[src/rtl/pipe_stage_fifo.sv]
// Parametrised valid/ack inter-stage buffer with occupancy count, flush and halt.
// Define PIPE_STAGE_FIFO_BYPASS_EN for a zero-latency pass-through while empty.
module pipe_stage_fifo #(
    parameter int unsigned WIDTH = 96,
    parameter int unsigned DEPTH = 2,
    parameter int unsigned CW    = $clog2(DEPTH + 1)
) (
    input  logic             clk,
    input  logic             rst_i,
    input  logic             flush_i,
    input  logic             halt_i,
    input  logic             valid_i,
    output logic             ack_o,
    input  logic [WIDTH-1:0] data_i,
    output logic             valid_o,
    input  logic             ack_i,
    output logic [WIDTH-1:0] data_o,
    output logic [CW-1:0]    count_o
);

    localparam int unsigned   PW       = (DEPTH > 1) ? $clog2(DEPTH) : 1;
    localparam logic [PW-1:0] LAST_PTR = PW'(DEPTH - 1);
    localparam logic [CW-1:0] FULL_CNT = CW'(DEPTH);

    logic [WIDTH-1:0] mem_q [DEPTH];
    logic [PW-1:0]    rd_ptr_q, rd_ptr_d;
    logic [PW-1:0]    wr_ptr_q, wr_ptr_d;
    logic [CW-1:0]    count_q, count_d;

    logic open;
    logic empty;
    logic full;
    logic bypass;
    logic push;
    logic pop;
    logic wr_en;
    logic rd_en;

    assign open  = ~halt_i & ~flush_i;
    assign empty = (count_q == '0);
    assign full  = (count_q == FULL_CNT);

    // ack_o is independent of ack_i: no combinational path from downstream to upstream.
    assign ack_o = ~full & open;

`ifdef PIPE_STAGE_FIFO_BYPASS_EN
    assign bypass = empty & open;
`else
    assign bypass = 1'b0;
`endif

    assign valid_o = bypass ? valid_i : (~empty & open);
    assign data_o  = bypass ? data_i : mem_q[rd_ptr_q];
    assign count_o = count_q;

    assign push = valid_i & ack_o;
    assign pop  = valid_o & ack_i;

    // A bypassed entry consumed in the same cycle never touches storage.
    assign wr_en = push & ~(bypass & ack_i);
    assign rd_en = pop & ~empty;

    always_comb begin
        rd_ptr_d = rd_ptr_q;
        wr_ptr_d = wr_ptr_q;
        count_d  = count_q;
        if (flush_i) begin
            rd_ptr_d = '0;
            wr_ptr_d = '0;
            count_d  = '0;
        end else begin
            if (wr_en) begin
                wr_ptr_d = (wr_ptr_q == LAST_PTR) ? '0 : wr_ptr_q + 1'b1;
            end
            if (rd_en) begin
                rd_ptr_d = (rd_ptr_q == LAST_PTR) ? '0 : rd_ptr_q + 1'b1;
            end
            unique case ({wr_en, rd_en})
                2'b10:   count_d = count_q + 1'b1;
                2'b01:   count_d = count_q - 1'b1;
                default: count_d = count_q;
            endcase
        end
    end

    always_ff @(posedge clk) begin
        if (rst_i) begin
            rd_ptr_q <= '0;
            wr_ptr_q <= '0;
            count_q  <= '0;
        end else begin
            rd_ptr_q <= rd_ptr_d;
            wr_ptr_q <= wr_ptr_d;
            count_q  <= count_d;
        end
    end

    // Storage is cleared only by reset; flush just rewinds the pointers.
    always_ff @(posedge clk) begin
        if (rst_i) begin
            for (int unsigned i = 0; i < DEPTH; i++) begin
                mem_q[i] <= '0;
            end
        end else if (wr_en) begin
            mem_q[wr_ptr_q] <= data_i;
        end
    end

endmodule

[config.mk]
export PLATFORM = sky130hd
export DESIGN_NAME = pipe_stage_fifo
export DESIGN_NICKNAME = d
export VERILOG_FILES = /design/src/rtl/pipe_stage_fifo.sv
export SDC_FILE = /design/constraint.sdc
export NUM_CORES = 1
export LEC_CHECK = 0
export BUFFER_PORTS_ARGS = -buffer_cell sky130_fd_sc_hd__buf_2
export CAP_MARGIN = 20
export CORE_MARGIN = 10
export CORE_UTILIZATION = 58
export CTS_CLUSTER_SIZE = 16
export DETAILED_ROUTE_END_ITERATION = 8
export GPL_ROUTABILITY_DRIVEN = 0
export PLACE_DENSITY = 0.85
export SETUP_SLACK_MARGIN = 0.4
export SYNTH_ARGS = -nofsm -noshare
export SYNTH_HDL_FRONTEND = slang
export SYNTH_SLANG_ARGS = --single-unit
[constraint.sdc]
create_clock -name clk -period 9.8 [get_ports clk]
set_input_delay 2.45 -clock clk [delete_from_list [all_inputs] [get_ports clk]]
set_output_delay 2.45 -clock clk [all_outputs]
set_load 0.02 [all_outputs]
**Yosys cells after proc, flatten, opt, wreduce, memory -nomap -nowiden**

Memory sizes are Yosys's and may differ from the RTL's. A register that Yosys moved wholly into a read port is not among the register bits.
Index checks and enable logic that the tools add are counted.

- Flip-flop bits (word level): 4
- Memory bits (writable): 192
- Output and inout port bits: 100
- Logic and storage cells: 38
- Memories kept: 1

Memories:

| memory | words | bits a word | read ports | clocked after Yosys merged registers in | wr ports | line | source |
|---|---|---|---|---|---|---|---|
| mem_q | 2 | 96 | 1 | 1 | 2 | 25 | `logic [WIDTH-1:0] mem_q [DEPTH];` |

- $add $sub $neg: 4
- Equality and inequality tests: 3
- Muxes and demuxes: 13
- Bitwise operators: 10
- Reduce and logical (&&, ||, !) cells: 4

Operator list:

| operator | count |
|---|---|
| $mux W96 | 1 |
| $reduce_or A96 Y1 | 1 |
| $mux W1 | 11 |
| $and A1 B1 Y1 | 6 |
| $eq A2 B2 Y1 const B | 2 |
| $not A1 Y1 | 4 |
| $pmux W2 S2 | 1 |
| $add A1 B1 Y1 const B | 2 |
| $add A2 B1 Y2 const B | 1 |
| $eq A2 B1 Y1 const B | 1 |
| $logic_not A2 Y1 | 1 |
| $reduce_bool A2 Y1 | 1 |
| $reduce_or A2 Y1 | 1 |
| $sub A2 B1 Y2 const B | 1 |

**Depth between registers and ports, before layout**

- Word-level depth: 9
- Mapped depth: 7

**Worst setup path after synthesis**

No wires, ideal clock.

- Path kind: input -> register
- Start: in rst_i
- End: mem mem_q[0][0], enable pin
- Arrival time: 5.388 ns
- Slack: 3.940 ns
- Cell stages on the path: 4
- Path buffers: 3
- Cells stage by stage: buf_2 clkbuf_1 clkbuf_1 nand2b_1

RTL lines:

| what | line | source |
|---|---|---|
| start: declaration | 9 | `input logic rst_i,` |
| end: declaration | 25 |  |

**Final worst setup path**

- Start: in halt_i
- End: out valid_o

- Longest elaborated chain between the ends: 3

Ends and longest elaborated chain:

| what | line | source |
|---|---|---|
| start: declaration | 11 | `input logic halt_i,` |
| $not A1 Y1 | 39 | `assign open = ~halt_i & ~flush_i;` |
| $and A1 B1 Y1 | 39 |  |
| $and A1 B1 Y1 | 52 | `assign valid_o = bypass ? valid_i : (~empty & open);` |
| end: declaration | 15 | `output logic valid_o,` |

No other way between the ends.

==> run metrics <==
crit-path max FO 5; Hold Vio Cnt, Final 0; die area 0.02030 mm2; post-route cell area between 0.01 and 0.015 mm2; # placed instances around 1000; Post-DP Area around 0.01 mm2; commonest non-fill, non-tap cell in the layout buf_2; die width around 140 um; Worst EP arrival between 3000 and 4000 ps; n_diodes 0; Root Driver clkbuf_16; post-synthesis sequential area ratio about two thirds; vias per inst around 5.5; Post-Syn Nets ~760; setup TNS 0 ps; fin. max-slew vios 0; Critical Path End Type primary output; core area roughly 0.015 mm2; nets@finish roughly 940; Area growth syn-to-layout 18.12%; measured slew at the worst slew-check pin about 1100 ps; pre-CTS setup slack ~4200 ps; share of power burned in registers roughly 56%; path type of the worst min-delay path reg -> reg; routed via count roughly 5600; final hold slack 525.9 ps; Die Height 142.5 um; PortBufs between 200 and 250; Syn Inst Count 652; worst-skew pair later-pin latency between 400 and 500 ps; VDD IR max approximately 0.13 mV; H-Tree Depth 4; gr usage total between 10% and 20%; internal power ~1300 uW; number of buffers and inverters on the critical path 2; most frequent CP cell buf_2; CP Launch Type primary input; Worst-path clk slew around 60 ps; RSZ-0062 raised after global routing no; Crit path largest cell delay 320 ps; # setup viols final 0; # clock sinks 197; fill count 1000; FMAX about 180 MHz; Tcrit/Tclk final 57.12%; Critical Path, Cell by Cell buf_2, nor3_1, buf_2; #FFs+latches synth approximately 200; TritonCTS clock tree yes; Crit-path slowest cell nor3_1; total of max-cap violations 0; final wirelength slightly below 20000 um; Setup Skew ~3.5 ps; relative slew slack a little over a quarter; Starting Density 59.42%; Crit path max-delay family buffers and inverters; YS warnings 0; Period minus WS final between 5000 and 6000 ps; hold_buf cts 0; CTS Buffer Depth 2; post-synth cell types 24; Post-CTS Setup Repair Bufs 0; Power Dens Cells between 150 and 200 mW/mm2; Worst EP required 7350 ps; Net Sw Power 375.1 uW; vias in the first global route 6065; Sw Share a little over a fifth; CP Depth 3; Worst Reg-to-Reg Cells 4; PostCTS Resize Cnt 0; post-route ant nets 0; run status finished clean; fin cells a little over 1000; largest net degree at the start of global routing 100; first-pass GRT wire length 30420 um; clock power share a little over a third; cts bufs inserted 17; commonest non-fill, non-tap cells in the layout 201 x buf_2, 194 x nor2_1, 192 x edfxtp_1; Logic pwr share under 10%; DRC errors left 0; I/O pin count around 200; Static Leak 0.004157 uW; Setup WS post-layout between 4000 and 5000 ps; Hold Path Cell Cnt 2; DP HPWL roughly 13000 um; layout cells sized above 1 between 30% and 40%; Routed WL per cell approximately 19 um; critical path class in -> out; Initial DRC Count 477; Post-Syn Area per Cell around 13 um2; total global routing overflow 0; initial antenna violation count 0; site row count 44; TritonRoute pass-1 iters 5; post-synth design cell area 0.008701 mm2
==> cells by family after synthesis <==
group / after synthesis / share of synthesized area, %
AOI/OAI and AO/OA: 7 / 0.4026
xor gates and xnor gates: 2 / 0.2014
buffers and inverters: 42 / 2.560
and+or+nand+nor: 307 / 16.85
adders and majority gates: 1 / 0.1438
DFF: 197 / 67.41
muxes: 96 / 12.42
==> layout make-up <==
| type | count | area [um2] | area share, % |
|---|---|---|---|
| flip-flops and latches | 197 | 5869 | 57.11 |
| multi-input cells | 413 | 2628 | 25.57 |
| repair buffers | 207 | 1051 | 10.23 |
| clock buffers | 19 | 432.9 | 4.212 |
| well taps | 184 | 230.2 | 2.240 |
| clock inverters | 9 | 66.31 | 0.6452 |
==> state kept, by name, indices dropped and copies added, names as in the netlist, named ones only <==
signal	flops
mem_q	192
count_o	2
rd_ptr_q	1
wr_ptr_q	1
==> cell usage after synthesis <==
cell,count,share of area [%]
a21oi_1,4,0.23
ha_1,1,0.14
mux2_2,96,12
nand2b_2,1,0.10
nor3_1,2,0.12
edfxtp_1,192,66
or3_1,3,0.22
buf_4,3,0.26
xor2_1,1,0.10
nand3_1,1,0.057
buf_2,13,0.75
dfxtp_1,5,1.2
nor2b_1,1,0.072
nand4_4,1,0.24
buf_6,5,0.65
nand4b_4,1,0.27
xnor2_1,1,0.10
nor2_1,194,8.4
o21ai_0,3,0.17
nor2_2,1,0.072
or2_2,1,0.072
nand2b_1,100,7.2
clkbuf_1,21,0.91
and2_1,1,0.072
==> metrics by stage <==
stage                     utilization, %  power (uW)
after floorplan                        -        1070
after global placement             66.77        1121
after detailed placement           66.77        1127
after CTS                          70.18        1735
after global routing               70.18        1783
final                              70.18        1723
==> worst paths after layout <==
kind | start | to | slack (ps)
worst max register to register | count_o[0] | mem_q[0][11] | 7400
worst min-delay path | rd_ptr_q | flop | 530
worst min register to register | rd_ptr_q | flop | 530
worst max-delay path | halt_i | valid_o | 4200
==> worst register-to-register path, delay by kind of cell, from the launching register on <==
kind,cells,cell delay (ps)
and+or+nand+nor,3,670
DFF,1,440
buffers and inverters,1,850
==> per-layer routing <==
metal	GRT usage (%)	vias to the layer above	share of wire [%]
met5	0	-	0
met4	5.646	0	1.2
met3	8.445	20	10
met2	31.94	255	49
met1	22.03	2719	40
li1	-	2615	-
==> power groups by stage <==
stage,clock (uW),sequential [uW],combinational (uW)
floorplan,0,982,87.4
global placement,0,979,142
detailed placement,0,982,145
CTS,625,964,146
global route,659,967,157
finish,615,964,144
No activity file was read; power rests on OpenSTA's default activity.
